`config.mk`:
```
export PLATFORM = sky130hd
export DESIGN_NAME = stim_dac_spi_flat
export DESIGN_NICKNAME = d
export VERILOG_FILES = /design/src/rtl/stim_pkg.sv /design/src/rtl/stim_dac_spi_if.sv /design/src/rtl/stim_update_timer.sv /design/src/rtl/stim_dac_spi.sv /design/src/flat_wrapper.sv
export SDC_FILE = /design/constraint.sdc
export NUM_CORES = 1
export LEC_CHECK = 0
export CORE_MARGIN = 2
export CORE_UTILIZATION = 46
export DETAILED_ROUTE_END_ITERATION = 10
export PLACE_DENSITY = 0.7
export RECOVER_POWER = 100
export SLEW_MARGIN = 20
export SYNTH_ARGS = -nofsm -noshare
export SYNTH_HDL_FRONTEND = slang
export SYNTH_SLANG_ARGS = --single-unit
export TNS_END_PERCENT = 1
```
`constraint.sdc`:
```
create_clock -name clk -period 2.8 [get_ports clk]
set_input_delay 0.28 -clock clk [delete_from_list [all_inputs] [get_ports clk]]
set_output_delay 0.28 -clock clk [all_outputs]
set_load 0.1 [all_outputs]
```
`src/rtl/stim_pkg.sv`:
```
// Shared definitions for the stimulation datapath.
// Contents: DAC frame width, DAC control-byte encodings and the
// serializer state type.
package stim_pkg;

  localparam int unsigned DAC_FRAME_BITS  = 24;
  localparam logic [7:0]  DAC_CTRL_NORMAL = 8'h00;
  localparam logic [7:0]  DAC_CTRL_PD_1K  = 8'h01;

  typedef enum logic [1:0] {
    IDLE  = 2'd0,
    SETUP = 2'd1,
    SHIFT = 2'd2,
    HOLD  = 2'd3
  } dac_state_e;

endpackage

```
`src/rtl/stim_dac_spi_if.sv`:
```
// DAC serial pin bundle.
// Signals: dac_sclk (SPI clock, idles high), dac_sync_n (frame select,
// active low), dac_din (serial data, MSB first).
// The master modport drives the pins; the slave modport observes them.
interface stim_dac_spi_if;
  logic dac_sclk;
  logic dac_sync_n;
  logic dac_din;

  modport master (output dac_sclk, output dac_sync_n, output dac_din);
  modport slave  (input  dac_sclk, input  dac_sync_n, input  dac_din);
endinterface

```
`src/rtl/stim_update_timer.sv`:
```
// Free-running sample timer. Counts 0..UPDATE_PERIOD-1 while enabled and
// raises tick during the cycle the count sits at UPDATE_PERIOD-1.
// Ports: clk, rst_n (async, active low), enable (run / hold at 0),
// tick (one-cycle sample strobe).
module stim_update_timer #(
  parameter int unsigned UPDATE_PERIOD = 1000
) (
  input  logic clk,
  input  logic rst_n,
  input  logic enable,
  output logic tick
);

  localparam int unsigned   CW   = $clog2(UPDATE_PERIOD);
  localparam logic [CW-1:0] LAST = CW'(UPDATE_PERIOD - 1);

  logic [CW-1:0] count_q, count_d;

  always_comb begin
    count_d = count_q;
    if (!enable)               count_d = '0;
    else if (count_q == LAST)  count_d = '0;
    else                       count_d = count_q + 1'b1;
  end

  always_ff @(posedge clk or negedge rst_n) begin
    if (!rst_n) count_q <= '0;
    else        count_q <= count_d;
  end

  assign tick = enable && (count_q == LAST);

endmodule

```
`src/rtl/stim_dac_spi.sv`:
```
// Periodic DAC update serializer. Samples val_in on each timer tick and
// shifts {CTRL_BYTE, val_in} out as a 24-bit SYNC-framed SPI frame, MSB
// first, with the DAC sampling on SCLK falling edges.
// Ports: clk, rst_n (async, active low), enable (run update timer),
// val_in (16-bit DAC code), dac (serial pins, master side),
// busy (frame in progress), frame_done (pulse at frame end),
// overrun (pulse when a tick is dropped because a frame is in flight).
//
//   state | meaning
//   IDLE  | waiting for a tick; SCLK high, SYNC high
//   SETUP | SYNC low, MSB presented, SCLK held high for CLK_DIV cycles
//   SHIFT | 24 bits, each CLK_DIV low then CLK_DIV high
//   HOLD  | SYNC high, DIN low, SCLK high for CLK_DIV cycles
module stim_dac_spi
  import stim_pkg::*;
#(
  parameter int unsigned CLK_DIV       = 2,
  parameter int unsigned UPDATE_PERIOD = 1000,
  parameter logic [7:0]  CTRL_BYTE     = DAC_CTRL_NORMAL
) (
  input  logic                  clk,
  input  logic                  rst_n,
  input  logic                  enable,
  input  logic [15:0]           val_in,
  stim_dac_spi_if.master        dac,
  output logic                  busy,
  output logic                  frame_done,
  output logic                  overrun
);

  localparam logic [7:0] PH_LAST  = 8'(CLK_DIV - 1);
  localparam logic [4:0] BIT_LAST = 5'(DAC_FRAME_BITS - 1);

  logic tick;

  stim_update_timer #(.UPDATE_PERIOD(UPDATE_PERIOD)) u_timer (
    .clk    (clk),
    .rst_n  (rst_n),
    .enable (enable),
    .tick   (tick)
  );

  dac_state_e  state_q, state_d;
  logic [7:0]  phase_q, phase_d;
  logic [4:0]  bit_q, bit_d;
  logic [23:0] shreg_q, shreg_d;
  logic        sclk_q, sclk_d;
  logic        sync_n_q, sync_n_d;
  logic        din_q, din_d;
  logic        busy_q, busy_d;
  logic        done_q, done_d;
  logic        ovr_q, ovr_d;
  logic        phase_end;

  assign phase_end = (phase_q == PH_LAST);

  always_comb begin
    state_d  = state_q;
    phase_d  = phase_q;
    bit_d    = bit_q;
    shreg_d  = shreg_q;
    sclk_d   = sclk_q;
    sync_n_d = sync_n_q;
    din_d    = din_q;
    done_d   = 1'b0;
    ovr_d    = 1'b0;

    case (state_q)
      IDLE: begin
        if (tick) begin
          shreg_d  = {CTRL_BYTE, val_in};
          din_d    = CTRL_BYTE[7];
          sync_n_d = 1'b0;
          phase_d  = '0;
          bit_d    = '0;
          state_d  = SETUP;
        end
      end
      SETUP: begin
        if (phase_end) begin
          phase_d = '0;
          sclk_d  = 1'b0;
          state_d = SHIFT;
        end else begin
          phase_d = phase_q + 8'd1;
        end
      end
      SHIFT: begin
        if (!phase_end) begin
          phase_d = phase_q + 8'd1;
        end else begin
          phase_d = '0;
          if (!sclk_q) begin
            // End of low phase: DIN moves on the rising edge, half a bit
            // away from the falling edges the DAC samples on.
            sclk_d = 1'b1;
            if (bit_q != BIT_LAST) begin
              din_d   = shreg_q[22];
              shreg_d = {shreg_q[22:0], 1'b0};
            end
          end else if (bit_q == BIT_LAST) begin
            sync_n_d = 1'b1;
            din_d    = 1'b0;
            state_d  = HOLD;
          end else begin
            sclk_d = 1'b0;
            bit_d  = bit_q + 5'd1;
          end
        end
      end
      HOLD: begin
        if (phase_end) begin
          phase_d = '0;
          done_d  = 1'b1;
          state_d = IDLE;
        end else begin
          phase_d = phase_q + 8'd1;
        end
      end
      default: state_d = IDLE;
    endcase

    // A tick outside IDLE is dropped; the frame in flight is untouched.
    if (tick && (state_q != IDLE)) ovr_d = 1'b1;
  end

  assign busy_d = (state_d != IDLE);

  always_ff @(posedge clk or negedge rst_n) begin
    if (!rst_n) begin
      state_q  <= IDLE;
      phase_q  <= '0;
      bit_q    <= '0;
      shreg_q  <= '0;
      sclk_q   <= 1'b1;
      sync_n_q <= 1'b1;
      din_q    <= 1'b0;
      busy_q   <= 1'b0;
      done_q   <= 1'b0;
      ovr_q    <= 1'b0;
    end else begin
      state_q  <= state_d;
      phase_q  <= phase_d;
      bit_q    <= bit_d;
      shreg_q  <= shreg_d;
      sclk_q   <= sclk_d;
      sync_n_q <= sync_n_d;
      din_q    <= din_d;
      busy_q   <= busy_d;
      done_q   <= done_d;
      ovr_q    <= ovr_d;
    end
  end

  assign dac.dac_sclk   = sclk_q;
  assign dac.dac_sync_n = sync_n_q;
  assign dac.dac_din    = din_q;
  assign busy           = busy_q;
  assign frame_done     = done_q;
  assign overrun        = ovr_q;

endmodule

```
`src/flat_wrapper.sv`:
```
// flat-port wrapper written by rule: the top's interface ports become plain ports
module stim_dac_spi_flat import stim_pkg::*;
#(
  parameter int unsigned CLK_DIV       = 2,
  parameter int unsigned UPDATE_PERIOD = 1000,
  parameter logic [7:0]  CTRL_BYTE     = DAC_CTRL_NORMAL
)
  (clk, rst_n, enable, val_in, busy, frame_done, overrun, dac_dac_sclk, dac_dac_sync_n, dac_dac_din);
  stim_dac_spi_if dac_i ();
  input  logic clk;
  input  logic rst_n;
  input  logic enable;
  input  logic [15:0] val_in;
  output logic busy;
  output logic frame_done;
  output logic overrun;
  output wire logic [$bits(dac_i.dac_sclk)-1:0] dac_dac_sclk;
  output wire logic [$bits(dac_i.dac_sync_n)-1:0] dac_dac_sync_n;
  output wire logic [$bits(dac_i.dac_din)-1:0] dac_dac_din;
  assign dac_dac_sclk = dac_i.dac_sclk;
  assign dac_dac_sync_n = dac_i.dac_sync_n;
  assign dac_dac_din = dac_i.dac_din;
  stim_dac_spi #(.CLK_DIV(CLK_DIV), .UPDATE_PERIOD(UPDATE_PERIOD), .CTRL_BYTE(CTRL_BYTE)) u_core (.clk(clk), .rst_n(rst_n), .enable(enable), .val_in(val_in), .dac(dac_i), .busy(busy), .frame_done(frame_done), .overrun(overrun));
endmodule
```
# Yosys cells after proc, flatten, opt, wreduce, memory -nomap -nowiden
# Index checks and enable logic that the tools add are counted.
# word_totals
register_bits	54
latch_bits	0
ramBits	0
rom_bits	0
inputBits	19
out_inout_bits	6
n_memories	0
# op_classes
addsub	3
multipliers	0
div_mod_pow	0
n_lt_le_gt_ge	0
eq_ne	17
shift	0
mux	40
bitwise	0
reduce_logical	13
# op_table
operator	count
two-way mux 23 bit	4
one-hot mux 23 bit (2 select lines)	1
two-way mux 10 bit	2
two-way mux 5 bit	4
AND reduction 5 bit	4
two-way mux 8 bit	2
one-hot mux 8 bit (2 select lines)	1
two-way mux 1 bit	15
two-way mux 2 bit	6
!= test 2 x 1 -> 1 bit, second input constant	6
adder 10 x 1 -> 10 bit, second input constant	1
equality test 10 bit, second input constant	1
one-hot mux 5 bit (2 select lines)	1
adder 8 x 1 -> 8 bit, second input constant	1
equality test 8 x 1 -> 1 bit, second input constant	1
one-hot mux 2 bit (4 select lines)	1
nonzero test 2 bit	4
one-hot mux 1 bit (2 select lines)	3
adder 5 x 1 -> 5 bit, second input constant	1
equality test 5 bit, second input constant	1
!= test 5 bit, second input constant	1
equality test 2 bit, second input constant	2
!= test 2 bit, second input constant	2
!= test 3 x 1 -> 1 bit, second input constant	1
other kinds (6)	7

# Longest topological paths before layout
# Gate-level depths: netlist of the first run.
# depth
depth_word	6
ltp_mapped	7
depth_no_buf	6

# By module
# From an unflattened synthesis of the first run, not the netlist that was laid out.
# hier_totals
cells_unflattened	285
area_unflattened_um2	2752.6
# by_module_without_submodules
mod	n_inst	cells_each	area_each_um2	seq_area_each_um2
stim_dac_spi	1	232	2253.4	1103.6
stim_update_timer	1	53	499.2	250.2

# Worst setup path after synthesis of the first run
# OpenSTA, ideal clock, no wires.
# synth_timing
path_type	flip-flop to flip-flop
from	reg u_core.sclk_q (netlist: u_core.dac.dac_sclk)
to	reg u_core.shreg_q[10]
setup_ns	0.078
arrival_time_ns	1.883
setup_slack_ns	0.839
stages_incl_launch_ff	7
path_buffers	2
path_cell_list	dfstp_2 > clkbuf_1 > inv_1 > nand4_2 > clkbuf_1 > o32ai_1 > a21oi_1
# synth_between
elab_chain_len	2
# synth_lines
element	line	rtl
start, declared	stim_dac_spi.sv:47	logic sclk_q, sclk_d;
start signal, assigned	stim_dac_spi.sv:146	sclk_q <= sclk_d;
!= test 2 bit (no line)	--	
AND reduction 5 bit (no line)	--	
end signal, assigned	stim_dac_spi.sv:145	shreg_q <= shreg_d;
end, declared	stim_dac_spi.sv:46	logic [23:0] shreg_q, shreg_d;
# No other way between the ends.
# A chain may end at the register's enable or synchronous reset.

# Worst setup path in the final report of the first run
# layout_timing
from	reg u_core.phase_q[1]
to	reg u_core.shreg_q[2]
# layout_between
elab_chain_len	3
# layout_lines
element	line	rtl
start, declared	stim_dac_spi.sv:44	logic [7:0] phase_q, phase_d;
start signal, assigned	stim_dac_spi.sv:143	phase_q <= phase_d;
equality test 8 x 1 -> 1 bit	stim_dac_spi.sv:55	assign phase_end = (phase_q == PH_LAST);
!= test 2 x 1 -> 1 bit (no line)	--	
AND reduction 5 bit (no line)	--	
# No other way between the ends.

==> results.ini, run 1 <==
[final_layout]
final_cells = 348
nets = 298
n_antenna_cell = 0
layout-drive-gt1-share_pct = 6.16
synthToLayoutAreaGrowth_pct = 14.0

[detailed_routing]
dr_wl_met2_um = 2280
highest_layer = met4
dr.pass1.iters = 4
drtIter0Drc = 138
wl_um = 5080
vias_per_cell = 5.61
wire_per_inst_um = 14.6
drc = 0
wl_met3_um = 134
vias = 1954
wl_met1_um = 2580
ant_nets = 0

[setup_path]
critPathBufInv = 2
critPathLaunch = u_core.phase_q[1]
worstPathCellList = inv_1 -> ha_1 -> nor4b_4 -> nand4_1 -> clkbuf_2 -> nor2_1 -> a221oi_1
crit_path_max_incr_delay_ps = 510
cp_top_family = simple AND/OR/NAND/NOR gates
timing.rr.start = u_core.phase_q[1]
crit_required_ps = 2950
cp-end-kind = flip-flop
start_kind = flip-flop
critPathArrivalTime_ps = 2480
crit_type = flip-flop to flip-flop
cpMaxStageDelayCell = nor2_1
critPathMaxFanout = 14

[timing]
setup_viol = 0
relSlewSlack_pct = 21.1
finalCritPeriodShare_pct = 83.3
drv_slew = 0
worstMarginPinSlew_ps = 1190
rsz0062_at_grt = no
skew_ps = 9.10
period_needed_ps = 2330
fin_tns_setup_ps = 0
hold_violations = 0
fmax_ghz = 0.429
final.setup.worst_slack_ps = 467

[floorplan]
core_um2 = 5440
initial_utilization_pct = 47.3
die_x_um = 78.8
die_area_um2 = 6200
dieHeight_um = 78.8
rows = 27
ioPinCount = 25

[placed_design]
dp_hpwl_um = 3530
placedCellCount = 339
portBuffers = 24
globalplace.congestion = 0.868
pre_cts_ws_ps = 658

[hold_path]
hold_class = flip-flop to flip-flop
hold_path.startpoint = u_core.shreg_q[15]

[flow_run]
maxCapViolations = 0

[global_routing]
track_usage_pct = 18.0
antenna_found_initial = 0
grt_max_degree = 35
grt_pass1_vias = 1840
gr-total-overflow = 0
grt_pass1_wl_um = 8890

[yosys]
avgSynthCellArea_um2 = 10.3
synthCells = 249
ys_seq_area_share_pct = 52.7
synth.net_count = 272
synth.cell_area_um2 = 2570
yosys.area.top_type_share_pct = 50.6
synth-edff-count = 0
ys_types = 47
async_reset_ff_share_pct = 100
yosysWarnings = 0
synthTopCellsByArea = dfrtp_1 51%, o32ai_1 4.4%, a21oi_1 2.9%
ys_ff_latch = 54
synth_top_area_cell = dfrtp_1
synthFlopType = dfrtp_1

[status]
status = finished clean

[pwr]
p_leak_nw = 1.25
finalPower_mw = 1.28
cellPowerDensity_nw_per_um2 = 438
ir_drop_mv = 0.194

[clock_network]
clk_latency_ps = 310
cts_resized = 0
cts.clk_slew.worst_paths_ps = 90
cts_num_sinks = 54
cts_root_buffer = clkbuf_8
cts_buffers = 5
cts_tree = done
cts_setup_buffers = 0
cts_buffer_depth = 2
h-tree-depth = 2

[sequential cells by signal (all words and copies together) (netlist names)]
register	cells
u_core.bit_q	5
u_core.busy	1
u_core.dac.dac_din	1
u_core.dac.dac_sclk	1
u_core.dac.dac_sync_n	1
u_core.frame_done	1
u_core.overrun	1
u_core.phase_q	8
u_core.shreg_q	23
u_core.state_q	2
u_core.u_timer.count_q	10
[worst register-to-register path, stage by stage (launching register included)]
cell,delay (ps)
dfrtp_1,420
inv_1,60
ha_1,140
nor4b_4,370
nand4_1,220
clkbuf_2,280
nor2_1,510
a221oi_1,170
[placed cells by master, fill, tap and decap left out, drive strengths merged, types with 7 or more instances in the layout]
| cell type | synthesis | routed |
|---|---|---|
| xor2 | 7 | 7 |
| nand3 | 14 | 14 |
| dfrtp | 52 | 52 |
| a21oi | 15 | 15 |
| nor2 | 16 | 16 |
| nand2 | 18 | 18 |
| clkdlybuf4s50 | 0 | 17 |
| a22o | 7 | 7 |
| nand4 | 12 | 12 |
| inv | 18 | 18 |
| o32ai | 13 | 13 |
| clkbuf | 8 | 16 |
[cell families (layout without fill, tap and decap cells)]
family | count (synthesis) | count (layout) | share of synthesized area [%]
xor gates and xnor gates | 11 | 11 | 3.75
adders and majority gates | 4 | 4 | 1.95
buffers and inverters | 29 | 56 | 4.43
AOI/OAI and AO/OA | 65 | 65 | 18.6
and+or+nand+nor | 86 | 86 | 18.6
DFF | 54 | 54 | 52.7
[where the power goes]
| group | internal, mW | switching, mW |
|---|---|---|
| logic | 0.0276 | 0.0257 |
| registers | 0.783 | 0.00497 |
| clock network | 0.200 | 0.242 |
| total | 1.01 | 0.273 |
[through the flow]
stage,cell area (µm²),utilization (%),hold slack [ps]
after floorplan,2570,-,-15.6
after global placement,2870,52.8,253
after detailed placement,2870,52.8,259
after CTS,2970,54.7,457
after global routing,2930,53.9,521
final,2930,53.9,502
[cells in the mapped netlist (all sizes together), types with 2 or more instances]
cell type / n
o2bb2ai: 2
nand4: 12
or3: 4
buf: 3
nor3: 4
nand2: 18
a21o: 6
a21oi: 15
dfrtp: 52
ha: 4
and3: 4
clkbuf: 8
nand3: 14
o211ai: 4
o311ai: 2
o32ai: 13
and4: 2
inv: 18
a221oi: 3
and4b: 2
dfstp: 2
a22o: 7
nor2b: 3
xnor2: 4
xor2: 7
nor2: 16
o21ai: 6
[layout make-up]
cell class              count  area (µm²)
clock inverters             1        5.00
repair buffers             30         239
clock buffers               7        86.3
flip-flops and latches     54        1350
fillers                   483        2510
inverters                  18        67.6
multi-input cells         166        1090
well taps                  72        90.1
[per-layer routing]
metal | up-vias | GRT usage (%)
li1 | 969 | -
met1 | 953 | 27.2
met2 | 24 | 26.6
met3 | 8 | 2.50
met4 | 0 | 6.49
met5 | - | 0
[final timing paths]
kind,to,depth (start not counted),slack [ps]
min,u_core.shreg_q[16],1,500
max reg2reg,u_core.shreg_q[2],7,470
max,u_core.shreg_q[2],7,470
min reg2reg,u_core.shreg_q[16],1,500
max in group asynchronous,u_core.shreg_q[3],3,700
min in group asynchronous,u_core.u_timer.count_q[7],2,700
[what timing repair did]
| action | CTS | global route |
|---|---|---|
| endpoints found under the hold margin | 18 | 0 |
| hold buffers | 1 | 0 |
| setup endpoints to repair | 0 | 0 |
(Power assumes the default switching activity.)
==> run 2: changes to the inputs <==
clock period = 2.4 ns   (was 2.8 ns; I/O delays follow)
==> results.ini, run 2 (same netlist as run 1, synthesis figures left out) <==
[status]
status = finished clean  ; unchanged

[flow_run]
maxCapViolations = 0  ; unchanged

[clock_network]
h-tree-depth = 2  ; unchanged
holdBufCountCts = 0  ; was 1
cts_num_sinks = 54  ; unchanged
cts_tree = done  ; unchanged
clk_latency_ps = 300  ; was 310 ps
cts_root_buffer = clkbuf_8  ; unchanged
cts_buffer_depth = 2  ; unchanged
cts_setup_buffers = 0  ; unchanged
cts_resized = 0  ; unchanged
cts.clk_slew.worst_paths_ps = 90  ; about the same
cts_buffers = 5  ; unchanged

[detailed_routing]
dr.pass1.iters = 4  ; unchanged
vias_per_cell = 5.76  ; was 5.61
ant_nets = 0  ; unchanged
drc = 0  ; unchanged
wl_um = 5180  ; was 5080 µm
drtIter0Drc = 176  ; was 138
wire_per_inst_um = 14.8  ; was 14.6 µm
vias = 2011  ; was 1,954

[timing]
hold_violations = 0  ; unchanged
rsz0062_at_grt = no  ; unchanged
fmax_ghz = 0.479  ; was 0.429 GHz
drv_slew = 0  ; unchanged
period_needed_ps = 2090  ; was 2330 ps
skew_ps = 2.53  ; was 9.10 ps
fin_tns_setup_ps = 0  ; unchanged
setup_viol = 0  ; unchanged
worstMarginPinSlew_ps = 1290  ; was 1190 ps
finalCritPeriodShare_pct = 87.0  ; was 83.3%
relSlewSlack_pct = 14.0  ; was 21.1%

[setup_path]
r2r-end = u_core.shreg_q[15]  ; was u_core.shreg_q[2]
cp-endpoint = u_core.shreg_q[15]  ; was u_core.shreg_q[2]
crit_required_ps = 2600  ; was 2950 ps
cp-end-kind = flip-flop  ; unchanged
crit_type = flip-flop to flip-flop  ; unchanged
reg2regPathDepth = 6  ; was 7
timing.rr.start = u_core.u_timer.count_q[0]  ; was u_core.phase_q[1]
critPathArrivalTime_ps = 2290  ; was 2480 ps
critPathLaunch = u_core.u_timer.count_q[0]  ; was u_core.phase_q[1]
rrSetupSlack_ps = 310  ; was 470 ps
critPathMaxFanout = 23  ; was 14
start_kind = flip-flop  ; unchanged

[pwr]
cellPowerDensity_nw_per_um2 = 571  ; was 438 nW/µm²
ir_drop_mv = 0.357  ; was 0.194 mV
finalPower_mw = 1.71  ; was 1.28 mW
p_leak_nw = 1.28  ; was 1.25 nW

[global_routing]
grt_pass1_vias = 1826  ; was 1,840
grt_pass1_wl_um = 8650  ; was 8890 µm
gr-total-overflow = 0  ; unchanged
antenna_found_initial = 0  ; unchanged
grt_max_degree = 55  ; was 35
track_usage_pct = 17.7  ; was 18.0%

[final_layout]
final_common_cell = dfrtp_1  ; unchanged
synthToLayoutAreaGrowth_pct = 16.5  ; was 14.0%
largest_register_ffs = 23  ; unchanged
n_fill_cell = 485  ; was 483
largestRegisters = u_core.shreg_q (23), u_core.u_timer.count_q (10), u_core.phase_q (8)  ; unchanged
regMostFlops = u_core.shreg_q  ; unchanged
n_antenna_cell = 0  ; unchanged
layout-drive-gt1-share_pct = 8.30  ; was 6.16%
layout_common_cells = 52 x dfrtp_1, 18 x inv_1, 18 x nand2_1, 17 x clkdlybuf4s50_1  ; was 52 x dfrtp_1, 18 x inv_1, 18 x nand2_1, 17 x clkdlybuf4s50_1, 16 x nor2_1
nets = 299  ; was 298

[floorplan]
initial_utilization_pct = 47.3  ; unchanged
die_x_um = 78.8  ; unchanged
ioPinCount = 25  ; unchanged
dieHeight_um = 78.8  ; unchanged
rows = 27  ; unchanged
core_um2 = 5440  ; unchanged
die_area_um2 = 6200  ; unchanged

[placed_design]
globalplace.congestion = 0.850  ; was 0.868
portBuffers = 24  ; unchanged
dp_hpwl_um = 3570  ; was 3530 µm

[hold_path]
hold_class = input port to async pin  ; was flip-flop to flip-flop

==> run 2: power by group <==
group,leakage [nW],switching [mW],total [mW],internal [mW]
Combinational,0.532,0.0297,0.0612,0.0315
Sequential,0.677,0.00586,0.919,0.913
Clock,0.0714,0.287,0.731,0.445
==> run 2: area by class of cell <==
cell class,instances,area [µm²],area share (%)
inverter,18,67.6,2.25
sequential,54,1350,45.2
clock inverter,2,60.1,2.00
tap,72,90.1,3.01
timing repair buffer,31,245,8.18
clock buffer,6,82.6,2.76
multi-input combinational,166,1100,36.6
==> run 2: how the worst min path moves through the flow <==
stage,startpoint,depth (start not counted),to
floorplan,rst_n,0,u_core.bit_q[0]
global placement,rst_n,2,u_core.u_timer.count_q[3]
detailed placement,rst_n,2,u_core.u_timer.count_q[3]
CTS,rst_n,2,u_core.u_timer.count_q[8]
global route,rst_n,2,u_core.u_timer.count_q[8]
finish,rst_n,2,u_core.u_timer.count_q[8]
==> run 2: critical path, cell delays in order, from the launching register on <==
cell,delay (ps)
dfrtp_1,440
ha_1,280
and4b_1,310
a41oi_1,220
a21o_1,210
buf_4,200
a221oi_1,310
==> run 2: metal layers <==
metal / routed length, µm / global-route usage (%) / up-vias
met3: 157 / 3.07 / 6
met1: 2570 / 25.7 / 993
met5: 0 / 0 / -
met2: 2360 / 26.8 / 33
li1: - / - / 979
met4: 86 / 6.32 / 0
==> run 2: per-stage QoR <==
step                instances  cell area, µm²  util [%]  hold slack (ps)  setup slack [ps]
floorplan                 249            2570         -            -55.6               439
global placement          341            2890      53.1              399               417
detailed placement        341            2890      53.1              408               299
CTS                       349            3030      55.7             64.8               280
global route              349            3000      55.1              397              62.5
finish                    349            3000      55.1              282               313
==> run 3: changes to the inputs <==
MAX_ROUTING_LAYER = met4   (was unset)
==> results.ini, run 3 (same netlist as run 1, synthesis figures left out) <==
[status]
status = finished clean  ; unchanged

[global_routing]
grt_pass1_wl_um = 8680  ; was 8650 µm
antenna_found_initial = 0  ; unchanged
grt_max_degree = 55  ; unchanged
gr-total-overflow = 0  ; unchanged
track_usage_pct = 18.3  ; was 17.7%
grt_pass1_vias = 1827  ; was 1,826

[final_layout]
final_common_cell = dfrtp_1  ; unchanged
nets = 299  ; unchanged
largestRegisters = u_core.shreg_q (23), u_core.u_timer.count_q (10), u_core.phase_q (8)  ; unchanged
largest_register_ffs = 23  ; unchanged
layout_common_cells = 52 x dfrtp_1, 18 x inv_1, 18 x nand2_1, 17 x clkdlybuf4s50_1  ; unchanged
synthToLayoutAreaGrowth_pct = 16.5  ; unchanged
regMostFlops = u_core.shreg_q  ; unchanged
layout-drive-gt1-share_pct = 8.30  ; unchanged
n_antenna_cell = 0  ; unchanged
n_fill_cell = 485  ; unchanged

[setup_path]
r2r-end = u_core.shreg_q[15]  ; unchanged
start_kind = flip-flop  ; unchanged
cp_top_family = compound AO/OA/AOI/OAI gates  ; unchanged
timing.rr.start = u_core.u_timer.count_q[0]  ; unchanged
critPathMaxFanout = 23  ; unchanged
rrSetupSlack_ps = 300  ; was 310 ps
crit_required_ps = 2600  ; about the same
worstPathCellList = ha_1 -> and4b_1 -> a41oi_1 -> a21o_1 -> buf_4 -> a221oi_1  ; unchanged
reg2regPathDepth = 6  ; unchanged
cp-end-kind = flip-flop  ; unchanged
cpMaxStageDelayCell = dfrtp_1  ; unchanged
crit_path_max_incr_delay_ps = 450  ; was 440 ps
critPathBufInv = 1  ; unchanged
crit_type = flip-flop to flip-flop  ; unchanged
critPathArrivalTime_ps = 2300  ; was 2290 ps

[floorplan]
die_x_um = 78.8  ; unchanged
ioPinCount = 25  ; unchanged
rows = 27  ; unchanged
die_area_um2 = 6200  ; unchanged
core_um2 = 5440  ; unchanged
dieHeight_um = 78.8  ; unchanged
initial_utilization_pct = 47.3  ; unchanged

[timing]
finalCritPeriodShare_pct = 87.3  ; was 87.0%
worstMarginPinSlew_ps = 1290  ; about the same
hold_violations = 0  ; unchanged
final.setup.worst_slack_ps = 305  ; was 313 ps
fin_tns_setup_ps = 0  ; unchanged
period_needed_ps = 2100  ; was 2090 ps
setup_viol = 0  ; unchanged
fmax_ghz = 0.477  ; was 0.479 GHz
rsz0062_at_grt = no  ; unchanged
drv_slew = 0  ; unchanged
skew_ps = 6.74  ; was 2.53 ps
relSlewSlack_pct = 13.9  ; was 14.0%

[clock_network]
holdBufCountCts = 0  ; unchanged
cts_num_sinks = 54  ; unchanged
h-tree-depth = 2  ; unchanged
cts_buffers = 5  ; unchanged
cts_buffer_depth = 2  ; unchanged
cts.clk_slew.worst_paths_ps = 100  ; was 90 ps
cts_setup_buffers = 0  ; unchanged
cts_resized = 0  ; unchanged
cts_root_buffer = clkbuf_8  ; unchanged
clk_latency_ps = 310  ; was 300 ps
cts_tree = done  ; unchanged

[detailed_routing]
ant_nets = 0  ; unchanged
drtIter0Drc = 188  ; was 176
wl_um = 5200  ; was 5180 µm
drc = 0  ; unchanged
dr.pass1.iters = 4  ; unchanged
wire_per_inst_um = 14.9  ; was 14.8 µm
vias_per_cell = 5.77  ; was 5.76
vias = 2014  ; was 2,011

[flow_run]
maxCapViolations = 0  ; unchanged

[pwr]
finalPower_mw = 1.72  ; was 1.71 mW
p_leak_nw = 1.28  ; unchanged
ir_drop_mv = 0.362  ; was 0.357 mV
cellPowerDensity_nw_per_um2 = 573  ; was 571 nW/µm²

[placed_design]
dp_hpwl_um = 3570  ; unchanged
pre_cts_ws_ps = 299  ; unchanged
portBuffers = 24  ; unchanged
globalplace.congestion = 0.864  ; was 0.850

[hold_path]
hold_class = input port to async pin  ; unchanged

==> run 3: cell counts in the layout (fill, tap and decap cells not counted) <==
Identical to the previous run, type by type.
==> run 3: worst max-delay path by stage <==
| stage | start | end | slack [ps] | depth (start not counted) |
|---|---|---|---|---|
| finish | u_core.u_timer.count_q[0] | u_core.shreg_q[15] | 300 | 6 |
| global route | u_core.u_timer.count_q[0] | u_core.shreg_q[15] | 60 | 6 |
| CTS | u_core.u_timer.count_q[0] | u_core.shreg_q[15] | 280 | 6 |
| detailed placement | u_core.u_timer.count_q[0] | u_core.shreg_q[15] | 300 | 6 |
| global placement | u_core.u_timer.count_q[0] | u_core.shreg_q[2] | 420 | 6 |
| floorplan | u_core.dac.dac_sclk | u_core.shreg_q[10] | 440 | 6 |
==> run 3: final cells by class <==
| cell class | count | area (µm²) | share of cell area (%) |
|---|---|---|---|
| Clock inverter | 2 | 60.1 | 2.00 |
| Clock buffer | 6 | 82.6 | 2.76 |
| Multi-Input combinational cell | 166 | 1100 | 36.6 |
| Tap cell | 72 | 90.1 | 3.01 |
| Sequential cell | 54 | 1350 | 45.2 |
| Timing Repair Buffer | 31 | 245 | 8.18 |
| Inverter | 18 | 67.6 | 2.25 |
==> run 3: stage by stage <==
stage | hold slack, ps | instance area (µm²) | utilization (%) | cells
finish | 277 | 3000 | 55.1 | 349
global route | 396 | 3000 | 55.1 | 349
CTS | 64.8 | 3030 | 55.7 | 349
detailed placement | 408 | 2890 | 53.1 | 341
global placement | 399 | 2890 | 53.1 | 341
floorplan | -55.6 | 2570 | - | 249
==> run 3: power by group <==
part / total (mW) / internal [mW] / switching, mW
combinational: 0.0612 / 0.0315 / 0.0298
sequential: 0.919 / 0.913 / 0.00590
clock: 0.736 / 0.445 / 0.291
total: 1.72 / 1.39 / 0.327
==> run 3: routing by layer <==
layer	up-vias	routed length, µm	share of wire (%)	track usage, %
li1	974	-	-	-
met1	1004	2570	49	25.7
met2	31	2380	46	27.0
met3	5	157	3.0	3.07
met4	0	85	1.6	6.32
met5	-	0	0	-
==> run 3: worst reg2reg max path, delay by kind of cell, from the launching register on <==
kind / cells / cell delay (ps)
compound gates: 3 / 740
flops: 1 / 450
simple gates: 1 / 310
fa+ha+maj: 1 / 280
buf+inv: 1 / 200
